$ cat src/rtl/baud_pkg.sv
// Shared constants, preset divisors and helpers for the baud tick generator.
// Presets assume a 100 MHz clock and x16 oversampling.
package baud_pkg;

  localparam int DIV_W  = 16;
  localparam int FRAC_W = 4;
  localparam int OSR    = 16;

  localparam int BAUD_9600_DIV    = 651;
  localparam int BAUD_9600_FRAC   = 1;
  localparam int BAUD_115200_DIV  = 54;
  localparam int BAUD_115200_FRAC = 4;

  // state | meaning
  // CFG_IDLE    | no divisor waiting, cfg_ready high
  // CFG_PENDING | shadow holds a divisor waiting for a period boundary
  typedef enum logic {
    CFG_IDLE    = 1'b0,
    CFG_PENDING = 1'b1
  } cfg_state_t;

  function automatic int CLOG2(input int value);
    int r;
    r = 0;
    while ((1 << r) < value) r = r + 1;
    return r;
  endfunction

endpackage

$ cat src/rtl/baud_period_counter.sv
// Sample-period counter with divisor clamp and optional fractional accumulator.
// Fractional stretch is built only when BAUD_FRAC_EN is defined.
module baud_period_counter #(
  parameter int DIV_W  = 16,
  parameter int FRAC_W = 4
) (
  input  logic              clk_100MHz,
  input  logic              reset,
  input  logic              enable,
  input  logic              sync_clear,
  input  logic              restart,
  input  logic [DIV_W-1:0]  div,
  input  logic [FRAC_W-1:0] frac,
  output logic              wrap
);

  logic [DIV_W-1:0] cnt;
  logic [DIV_W-1:0] div_eff;
  logic [DIV_W:0]   last;
  logic             carry;

  // Divisors below 2 would make ticks back-to-back; treat them as 2.
  assign div_eff = (div < DIV_W'(2)) ? DIV_W'(2) : div;

`ifdef BAUD_FRAC_EN
  logic [FRAC_W-1:0] acc;
  logic              carry_q;

  assign carry = carry_q;

  // carry_q stretches the period that follows the overflowing wrap by one clock.
  always_ff @(posedge clk_100MHz) begin
    if (reset || sync_clear || restart) begin
      acc     <= '0;
      carry_q <= 1'b0;
    end else if (wrap) begin
      {carry_q, acc} <= {1'b0, acc} + {1'b0, frac};
    end
  end
`else
  logic unused_frac;
  assign unused_frac = ^frac;
  assign carry       = 1'b0;
`endif

  assign last = {1'b0, div_eff} + {{DIV_W{1'b0}}, carry} - (DIV_W+1)'(1);
  assign wrap = enable && !sync_clear && ({1'b0, cnt} == last);

  always_ff @(posedge clk_100MHz) begin
    if (reset || sync_clear || restart) begin
      cnt <= '0;
    end else if (wrap) begin
      cnt <= '0;
    end else if (enable) begin
      cnt <= cnt + DIV_W'(1);
    end
  end

endmodule

$ cat src/rtl/baud_tick_gen.sv
// Runtime-programmable baud tick generator: sample_tick per sample period, bit_tick per OSR samples.
// Define BAUD_FRAC_EN to enable the fractional divisor.
module baud_tick_gen #(
  parameter int DIV_W        = baud_pkg::DIV_W,
  parameter int FRAC_W       = baud_pkg::FRAC_W,
  parameter int OSR          = baud_pkg::OSR,
  parameter int DEFAULT_DIV  = 651,
  parameter int DEFAULT_FRAC = 0
) (
  input  logic              clk_100MHz,
  input  logic              reset,
  input  logic              enable,
  input  logic              sync_clear,
  input  logic [DIV_W-1:0]  cfg_div,
  input  logic [FRAC_W-1:0] cfg_frac,
  input  logic              cfg_valid,
  output logic              cfg_ready,
  output logic              sample_tick,
  output logic              bit_tick,
  output logic [DIV_W-1:0]  active_div
);
  import baud_pkg::*;

  // state       | meaning
  // CFG_IDLE    | ready for a new divisor
  // CFG_PENDING | divisor captured, applied at next wrap / enable low / sync_clear

  localparam int OS_W = CLOG2(OSR);

  cfg_state_t        cfg_state;
  logic [DIV_W-1:0]  shadow_div;
  logic [FRAC_W-1:0] shadow_frac;
  logic [FRAC_W-1:0] active_frac;
  logic [OS_W-1:0]   os_cnt;
  logic              wrap;
  logic              accept;
  logic              apply_ev;
  logic              apply_now;

  assign accept    = cfg_valid && cfg_ready;
  assign apply_ev  = wrap || !enable || sync_clear;
  assign apply_now = (cfg_state == CFG_PENDING) && apply_ev;

  baud_period_counter #(
    .DIV_W  (DIV_W),
    .FRAC_W (FRAC_W)
  ) u_period (
    .clk_100MHz (clk_100MHz),
    .reset      (reset),
    .enable     (enable),
    .sync_clear (sync_clear),
    .restart    (apply_now),
    .div        (active_div),
    .frac       (active_frac),
    .wrap       (wrap)
  );

  always_ff @(posedge clk_100MHz) begin
    if (reset) begin
      cfg_state   <= CFG_IDLE;
      cfg_ready   <= 1'b1;
      shadow_div  <= DIV_W'(DEFAULT_DIV);
      shadow_frac <= FRAC_W'(DEFAULT_FRAC);
      active_div  <= DIV_W'(DEFAULT_DIV);
      active_frac <= FRAC_W'(DEFAULT_FRAC);
    end else begin
      case (cfg_state)
        CFG_IDLE: begin
          if (accept) begin
            shadow_div  <= cfg_div;
            shadow_frac <= cfg_frac;
            cfg_state   <= CFG_PENDING;
            cfg_ready   <= 1'b0;
          end
        end
        CFG_PENDING: begin
          if (apply_ev) begin
            active_div  <= shadow_div;
            active_frac <= shadow_frac;
            cfg_state   <= CFG_IDLE;
            cfg_ready   <= 1'b1;
          end
        end
        default: cfg_state <= CFG_IDLE;
      endcase
    end
  end

  // The wrap that applies a new divisor still ticks; os_cnt only restarts on sync_clear.
  always_ff @(posedge clk_100MHz) begin
    if (reset) begin
      os_cnt      <= '0;
      sample_tick <= 1'b0;
      bit_tick    <= 1'b0;
    end else begin
      sample_tick <= wrap;
      bit_tick    <= wrap && (os_cnt == OS_W'(OSR - 1));
      if (sync_clear) begin
        os_cnt <= '0;
      end else if (wrap) begin
        os_cnt <= (os_cnt == OS_W'(OSR - 1)) ? '0 : os_cnt + OS_W'(1);
      end
    end
  end

endmodule

$ cat config.mk
export PLATFORM = sky130hd
export DESIGN_NAME = baud_tick_gen
export DESIGN_NICKNAME = d
export VERILOG_FILES = /design/src/rtl/baud_pkg.sv /design/src/rtl/baud_period_counter.sv /design/src/rtl/baud_tick_gen.sv
export SDC_FILE = /design/constraint.sdc
export NUM_CORES = 1
export LEC_CHECK = 0
export ABC_AREA = 1
export CAP_MARGIN = 15
export CORE_MARGIN = 2
export CORE_UTILIZATION = 41
export CTS_CLUSTER_SIZE = 28
export DETAILED_ROUTE_END_ITERATION = 6
export HOLD_SLACK_MARGIN = 0.1
export MAX_ROUTING_LAYER = met4
export PLACE_DENSITY = 0.7
export RECOVER_POWER = 50
export SLEW_MARGIN = 20
export SYNTH_ARGS = -nofsm -noshare
export SYNTH_HDL_FRONTEND = slang
export SYNTH_HIERARCHICAL = 1
export SYNTH_SLANG_ARGS = --single-unit
$ cat constraint.sdc
create_clock -name clk_100MHz -period 4 [get_ports clk_100MHz]
set_input_delay 0.8 -clock clk_100MHz [delete_from_list [all_inputs] [get_ports clk_100MHz]]
set_output_delay 0.8 -clock clk_100MHz [all_outputs]
set_load 0.03 [all_outputs]
==> metrics.md, run 1 <==
| Metric | Value |
|---|---|
| Status | `complete, no violations` |
| Critical path's slowest cell | `dfxtp_1` |
| Fin. max-slew vios | `0` |
| Vias | `2727` |
| WHS | `469 ps` |
| Worst VDD drop | `177 µV` |
| CP required | `4240 ps` |
| Area delta synth->final | `17.8%` |
| Mapped Area | `3080 µm²` |
| Io pins | `44` |
| CTS tree | `done` |
| Post-layout util | `50.0%` |
| Final hold violation count | `0` |
| Clk sinks | `56` |
| Avg Inst Size Synth | `6.97 µm²` |
| Critical path arrival | `3870 ps` |
| Yosys warning total | `6` |
| Cells after Synth | `442` |
| RSZ-0062 raised after global routing | `false` |
| Crit path largest cell delay | `380 ps` |
| Total GRT Usage | `16.7%` |
| Setup_tns | `0 ps` |
| Die X | `90.7 µm` |
| Layout cells sized above 1 | `8.14%` |
| F_max | `276 MHz` |
| Critical path peak fanout | `16` |
| Global-route wire length before repair | `11.3 mm` |
| Crit path cell chain | `nor2_1 > nand2_1 > nor2_1 > nand2_2 > nand2_1 > ha_1 > inv_1 > or2_2 > o21ai_0 > nand3_1 > and2_0 > nand4_1 > nor2_1 > nand3b_1 > nor2_1 > inv_2 > nand3_4 > nand2_1 > inv_1 > nor3_1 > nand2_2 > nor2_1` |
| CTS Buf Count | `5` |
| Drt wl/cell | `11.2 µm` |
| Met3 WL | `218 µm` |
| Detail Route Antenna Nets | `0` |
| MaxCap Viol Count | `0` |
| Port buffer count | `39` |
| Via density per instance | `4.72` |
| Total power | `1.17 mW` |
| Die ar. | `8220 µm²` |
| Setup bufs post-CTS | `0` |
| Diode count | `0` |
| Routability cong. | `0.920` |
| Largest net degree at the start of global routing | `35` |
| Non-filler instance count after layout | `578` |
| Initial antenna violation count | `0` |
| Initial Util | `42.5%` |
| Nets@finish | `506` |
| Setup violators final | `0` |
| Leakage | `1.53 nW` |
| Row count | `31` |
| Dpl hpwl | `4.87 mm` |
| Clk slew on worst S/H paths | `100 ps` |
| Post-cts gate resize count | `0` |
| Fin crit share | `90.7%` |
| M1 wire length | `3.06 mm` |
| CTS H-tree lvls | `2` |
| Critical Path Start Type | `flop` |
| Commonest non-fill, non-tap cells in the layout | `nand2_1 (85), nor2_1 (73), dfxtp_1 (56)` |
| Synth Net Count | `470` |
| Clock Path Buffers | `2` |
| Crit Path Category | `flop to flop` |
| Min cycle time layout | `3630 ps` |
| DR WL met2 | `3.13 mm` |
| Grt ovf | `0` |
| Core ar. | `7250 µm²` |
| Slew @ Worst Pin | `958 ps` |
| Commonest non-fill, non-tap cell in the layout | `nand2_1` |
| DR top layer | `met4` |
| Clock Latency Late Sink | `310 ps` |
| Hold-fix buffers, CTS | `0` |
| Number of global-route vias before repair | `2544` |
| Hold Crit Class | `flop to flop` |
| Clk root buf | `clkbuf_8` |
| 1st-iter DRT viols | `145` |
| Clock skew | `10.1 ps` |
| Most frequent cell on the critical path | `nor2_1` |
| Crit. End Element | `flop` |
| Drt total wl | `6.45 mm` |
| DRC | `0` |
| Die height | `90.7 µm` |
| First-pass iteration count of the detailed router | `5` |
| Pwr dens | `321 nW/µm²` |
| Cells after DPL | `570` |
| Max-slew headroom | `36.0%` |
per-stage QoR:
| stage | area (µm²) | worst slack (ps) |
|---|---|---|
| 6_report | 3630 | 372 |
| 4_1_cts | 3630 | 424 |
| 3_5_place_dp | 3540 | 438 |
| 3_3_place_gp | 3540 | 468 |
| 2_1_floorplan | 3080 | 519 |
| 5_1_grt | 3630 | 47.1 |
final timing paths:
check	startpoint	endpoint	slack, ps	depth (start not counted)
min	shadow_div[3]	shadow_div[3]	470	2
max reg2reg	active_div[9]	u_period/cnt[4]	370	22
min reg2reg	shadow_div[3]	shadow_div[3]	470	2
max	active_div[9]	u_period/cnt[4]	370	22
worst max-delay path: cells and delay by family, from the launching register on:
family	cells	cell delay, ps
AND/OR/NAND/NOR	17	2530
flip-flops	1	380
buffers and inverters	3	270
AO/OA/AOI/OAI	1	200
adder cells (fa/ha/maj)	1	170
per-layer routing:
metal  global-route usage (%)  vias to the layer above
li1                         -                     1466
met1                     20.3                     1201
met2                     29.3                       53
met3                     2.42                        7
met4                     3.85                        0
met5                        -                        -
final cells by class:
class | count | area [µm²]
clock buffers | 6 | 72.6
clock inverters | 2 | 17.5
fillers | 732 | 3620
inverters | 45 | 169
multi-input cells | 324 | 1680
flip-flops and latches | 56 | 1120
well taps | 99 | 124
repair buffers | 46 | 443
sequential cells by signal (all words and copies together) (netlist names):
register	flops
active_div	16
shadow_div	16
u_period/cnt	16
cfg_state	1
bit_tick	1
sample_tick	1
os_cnt	4
cfg_ready	1
where the power goes:
| group | internal [mW] | leakage [nW] | switching [mW] |
|---|---|---|---|
| combinational | 0.0907 | 1.03 | 0.130 |
| clock | 0.129 | 0.0462 | 0.192 |
| sequential | 0.589 | 0.458 | 0.0362 |
No activity file was read; power rests on OpenSTA's default activity.
==> run 2, diff against run 1 <==
--- a/config.mk
+++ b/config.mk
@@ -12,7 +12,6 @@
 export CTS_CLUSTER_SIZE = 28
 export DETAILED_ROUTE_END_ITERATION = 6
 export HOLD_SLACK_MARGIN = 0.1
-export MAX_ROUTING_LAYER = met4
 export PLACE_DENSITY = 0.7
 export RECOVER_POWER = 50
 export SLEW_MARGIN = 20
==> run 2 against run 1 <==
  * Power hardly changed
  * Highest routed layer unchanged
  * Sequential cell count unchanged
  * First-iteration DRC count is 12% higher
  * Critical path depth did not move
  * Register-to-register slack about the same
==> metrics.md, run 2 (synthesized netlist as in run 1, its figures left out) <==
| Metric | Value |
|---|---|
| Status | `complete, no violations` |
| Crit Path Category | `flop to flop` |
| Slew @ Worst Pin | `962 ps` |
| Crit. End Element | `flop` |
| Met3 WL | `220 µm` |
| Post-cts gate resize count | `0` |
| Critical path peak fanout | `16` |
| DR WL met2 | `3.12 mm` |
| CTS Buf Count | `5` |
| Core ar. | `7250 µm²` |
| CTS tree | `done` |
| Leakage | `1.53 nW` |
| Die height | `90.7 µm` |
| DR top layer | `met4` |
| Area delta synth->final | `17.8%` |
| First-pass iteration count of the detailed router | `5` |
| Clock Latency Late Sink | `310 ps` |
| M1 wire length | `3.07 mm` |
| Drt total wl | `6.48 mm` |
| Die ar. | `8220 µm²` |
| Clk sinks | `56` |
| Diode count | `0` |
| Clk slew on worst S/H paths | `100 ps` |
| Total GRT Usage | `16.2%` |
| Detail Route Antenna Nets | `0` |
| Setup violators final | `0` |
| Io pins | `44` |
| Critical path arrival | `3870 ps` |
| Dpl hpwl | `4.87 mm` |
| MaxCap Viol Count | `0` |
| Clk root buf | `clkbuf_8` |
| Final hold violation count | `0` |
| DRC | `0` |
| Nets@finish | `506` |
| Hold-fix buffers, CTS | `0` |
| Layout cells sized above 1 | `8.14%` |
| Initial antenna violation count | `0` |
| Drt wl/cell | `11.2 µm` |
| Largest net degree at the start of global routing | `35` |
| Global-route wire length before repair | `11.3 mm` |
| Commonest non-fill, non-tap cell in the layout | `nand2_1` |
| Setup bufs post-CTS | `0` |
| Vias | `2721` |
| Worst VDD drop | `176 µV` |
| Fin crit share | `90.7%` |
| F_max | `276 MHz` |
| Row count | `31` |
| Total power | `1.16 mW` |
| CTS H-tree lvls | `2` |
| Die X | `90.7 µm` |
| Fillers | `732` |
| Setup_tns | `0 ps` |
| Initial Util | `42.5%` |
| RSZ-0062 raised after global routing | `false` |
| Clock skew | `10.2 ps` |
| Pre-CTS setup slack | `438 ps` |
| Top Registers | `active_div: 16 flops, shadow_div: 16 flops, u_period/cnt: 16 flops` |
| Post-layout util | `50.0%` |
| Fin. max-slew vios | `0` |
| CP required | `4240 ps` |
| Max-slew headroom | `35.8%` |
| Min cycle time layout | `3630 ps` |
| Final worst slack | `373 ps` |
| Hold Crit Class | `flop to flop` |
| Routability cong. | `0.904` |
| Port buffer count | `39` |
| Number of global-route vias before repair | `2544` |
| Critical Path Start Type | `flop` |
| Clock Path Buffers | `2` |
| Grt ovf | `0` |
| 1st-iter DRT viols | `163` |
| Via density per instance | `4.71` |
| Pwr dens | `321 nW/µm²` |
| Commonest non-fill, non-tap cells in the layout | `nand2_1 (85), nor2_1 (73), dfxtp_1 (56)` |
-- run 2: metrics by stage --
step / hold WS, ps / std cells / instance area [µm²]
2_1_floorplan: 430 / 442 / 3080
3_3_place_gp: 441 / 570 / 3540
3_5_place_dp: 448 / 570 / 3540
4_1_cts: 476 / 578 / 3630
5_1_grt: 503 / 578 / 3630
6_report: 469 / 578 / 3630
-- run 2: layout make-up --
type / count / area, µm² / area share (%)
flip-flops and latches: 56 / 1120 / 30.9
inverters: 45 / 169 / 4.66
well taps: 99 / 124 / 3.41
multi-input cells: 324 / 1680 / 46.3
clock inverters: 2 / 17.5 / 0.483
repair buffers: 46 / 443 / 12.2
clock buffers: 6 / 72.6 / 2.00
-- run 2: report_power, final --
group,internal (mW),total (mW),switching (mW)
combinational,0.0907,0.221,0.130
clock,0.129,0.319,0.191
sequential,0.589,0.625,0.0362
total,0.808,1.16,0.357
-- run 2: worst paths after layout --
check,startpoint,endpoint,slack (ps),cells after the start
worst max register to register,active_div[9],u_period/cnt[4],370,22
worst min-delay path,shadow_div[3],shadow_div[3],470,2
worst max-delay path,active_div[9],u_period/cnt[4],370,22
worst min register to register,shadow_div[3],shadow_div[3],470,2
-- run 2: worst max-delay path, stage by stage, from the launching register on --
cell	delay, ps
dfxtp_1	380
nor2_1	230
nand2_1	80
nor2_1	230
nand2_2	80
nand2_1	90
ha_1	170
inv_1	90
or2_2	300
o21ai_0	200
nand3_1	120
and2_0	180
nand4_1	90
nor2_1	40
nand3b_1	80
nor2_1	80
inv_2	130
nand3_4	70
nand2_1	80
inv_1	50
nor3_1	280
nand2_2	320
nor2_1	170
-- run 2: metal layers --
metal  GRT usage (%)  vias up
met3            2.42        8
met5               0        -
met4            3.85        0
met1            20.3     1185
li1                -     1470
met2            29.3       58
==> run 3, diff against run 2 <==
--- a/config.mk
+++ b/config.mk
@@ -7,13 +7,14 @@
 export LEC_CHECK = 0
 export ABC_AREA = 1
 export CAP_MARGIN = 15
-export CORE_MARGIN = 2
+export CORE_MARGIN = 8
 export CORE_UTILIZATION = 41
 export CTS_CLUSTER_SIZE = 28
 export DETAILED_ROUTE_END_ITERATION = 6
 export HOLD_SLACK_MARGIN = 0.1
 export PLACE_DENSITY = 0.7
 export RECOVER_POWER = 50
+export REMOVE_ABC_BUFFERS = 1
 export SLEW_MARGIN = 20
 export SYNTH_ARGS = -nofsm -noshare
 export SYNTH_HDL_FRONTEND = slang
==> run 3 against run 2 <==
  * First-iteration DRC count down 21%
  * Register-to-register slack improved by 110 ps
  * Cell count increased by 0.17%
  * Core utilization is 0.14 points higher
  * Clock-buffer cell count down 1
  * Wire length is 5.6% higher
  * Die area is 28% higher
  * Cell area grew 0.28%
  * Hold slack got worse by 1.3 ps
  * Power increased by 0.12%
  * Critical path type unchanged
  * Critical endpoint is now u_period/cnt[1]
  * Largest cell class unchanged
  * Highest routed layer unchanged
==> metrics.md, run 3 (synthesized netlist as in run 1, its figures left out) <==
| Metric | Value |
|---|---|
| Status | `complete, no violations` |
| Leakage | `1.53 nW` |
| GRT met1 Usage | `16.6%` |
| Clk sinks | `56` |
| Fin crit share | `88.0%` |
| Core ar. | `7250 µm²` |
| Reg2reg start | `active_div[8]` |
| Multi-input gate area | `1690 µm²` |
| Critical Path Start Type | `flop` |
| Initial antenna violation count | `0` |
| Vias | `2742` |
| CTS Buf Count | `5` |
| Fillers | `749` |
| Global-route wire length before repair | `11.9 mm` |
| Routability cong. | `0.814` |
| Global routing usage on met3 | `2.16%` |
| Worst VDD drop | `179 µV` |
| DRC | `0` |
| First-pass iteration count of the detailed router | `4` |
| Die height | `103 µm` |
| Die X | `103 µm` |
| Initial Util | `42.5%` |
| Detail Route Antenna Nets | `0` |
| Die ar. | `10500 µm²` |
| Io pins | `44` |
| Drt total wl | `6.84 mm` |
| Non-filler instance count after layout | `579` |
| Crit. End Element | `flop` |
| Largest net degree at the start of global routing | `34` |
| Diode count | `0` |
| Reg2Reg Setup Slack | `480 ps` |
| Hold Crit Class | `flop to flop` |
| Final hold violation count | `0` |
| Top Registers | `active_div: 16 flops, shadow_div: 16 flops, u_period/cnt: 16 flops` |
| Clock skew | `9.83 ps` |
| Hold depth | `2` |
| Row count | `31` |
| Pre-CTS setup slack | `443 ps` |
| 1st-iter DRT viols | `128` |
| MaxCap Viol Count | `0` |
| WHS Endpoint | `shadow_div[3]` |
| Total GRT Usage | `14.0%` |
| Max-slew headroom | `59.1%` |
| Setup violators final | `0` |
| Number of global-route vias before repair | `2695` |
| Setup_tns | `0 ps` |
| Commonest non-fill, non-tap cell in the layout | `nand2_1` |
| Critical path peak fanout | `16` |
| Layout cells sized above 1 | `8.33%` |
| Setup bufs post-CTS | `0` |
| Via density per instance | `4.74` |
| Clock Path Buffers | `2` |
| Port buffer count | `39` |
| Post-cts gate resize count | `0` |
| Hold-fix buffers, CTS | `0` |
| Dpl hpwl | `5.31 mm` |
| Worst Hold Launch | `shadow_div[3]` |
| CTS tree | `done` |
| RSZ-0062 raised after global routing | `false` |
| F_max | `284 MHz` |
| R2R depth | `22` |
| Critical path arrival | `3770 ps` |
| Pwr dens | `321 nW/µm²` |
| Min cycle time layout | `3520 ps` |
| CP required | `4250 ps` |
| Final worst slack | `480 ps` |
| Commonest non-fill, non-tap cells in the layout | `nand2_1 (85), nor2_1 (73), dfxtp_1 (56)` |
| Crit Path Category | `flop to flop` |
| Met2 usage | `24.5%` |
| Clk root buf | `clkbuf_8` |
| Clock Latency Late Sink | `310 ps` |
| Fin. max-slew vios | `0` |
| Grt ovf | `0` |
| CTS H-tree lvls | `2` |
| Clk slew on worst S/H paths | `110 ps` |
| R2R Path End | `u_period/cnt[1]` |
| Area delta synth->final | `18.2%` |
| Register area | `1120 µm²` |
| Slew @ Worst Pin | `614 ps` |
| Cells after DPL | `571` |
| Nets@finish | `507` |
| Drt wl/cell | `11.8 µm` |
| Most Crowded Layer GR | `met2` |
==> run 3: worst max path at each step <==
| stage | start | depth (start not counted) | slack [ps] | end |
|---|---|---|---|---|
| finish | active_div[8] | 22 | 480 | u_period/cnt[1] |
| global route | active_div[8] | 22 | 10 | u_period/cnt[1] |
| CTS | active_div[8] | 23 | 420 | u_period/cnt[5] |
| detailed placement | active_div[9] | 23 | 440 | u_period/cnt[2] |
| global placement | active_div[9] | 23 | 480 | u_period/cnt[15] |
| floorplan | active_div[2] | 23 | 370 | u_period/cnt[15] |
==> run 3: layout make-up <==
| cell class | instances | area share [%] |
|---|---|---|
| multi-input combinational | 324 | 46.4 |
| sequential | 56 | 30.8 |
| timing repair buffer | 47 | 12.3 |
| clock buffer | 5 | 1.89 |
| tap | 99 | 3.40 |
| inverter | 45 | 4.64 |
| clock inverter | 3 | 0.619 |
==> run 3: power by group <==
group          internal [mW]  total, mW  switching [mW]
Sequential             0.589      0.619          0.0306
Combinational         0.0909      0.228           0.137
Clock                  0.126      0.319           0.193
Total                  0.806       1.17           0.361
==> run 3: through the flow <==
step                      instance area (µm²)  utilization, %  power (mW)  hold slack, ps
after global placement                   3550            48.9       0.862             440
final                                    3640            50.2        1.17             468
after floorplan                          2970               -       0.777             430
after CTS                                3640            50.1        1.19             474
after detailed placement                 3550            48.9       0.867             446
after global routing                     3640            50.2        1.23             486
==> run 3: critical path, stage by stage, from the launching register on <==
cell,delay (ps)
dfxtp_1,380
nor2_1,180
nand2_1,70
nor2_1,210
nand2_2,80
nand2_1,100
ha_1,170
inv_1,90
or2_2,310
o21ai_0,270
nand3_1,140
and2_0,180
nand4_1,90
nor2_1,40
nand3b_1,70
nor2_1,70
inv_2,130
nand3_4,70
nand2_1,90
inv_1,40
nor3_1,300
nand2_4,220
nor2_1,130
==> run 3: layer usage <==
| metal | wire length [µm] | vias up |
|---|---|---|
| met4 | 103 | 0 |
| met5 | 0 | - |
| met2 | 3360 | 41 |
| met1 | 3150 | 1219 |
| li1 | - | 1476 |
| met3 | 230 | 6 |
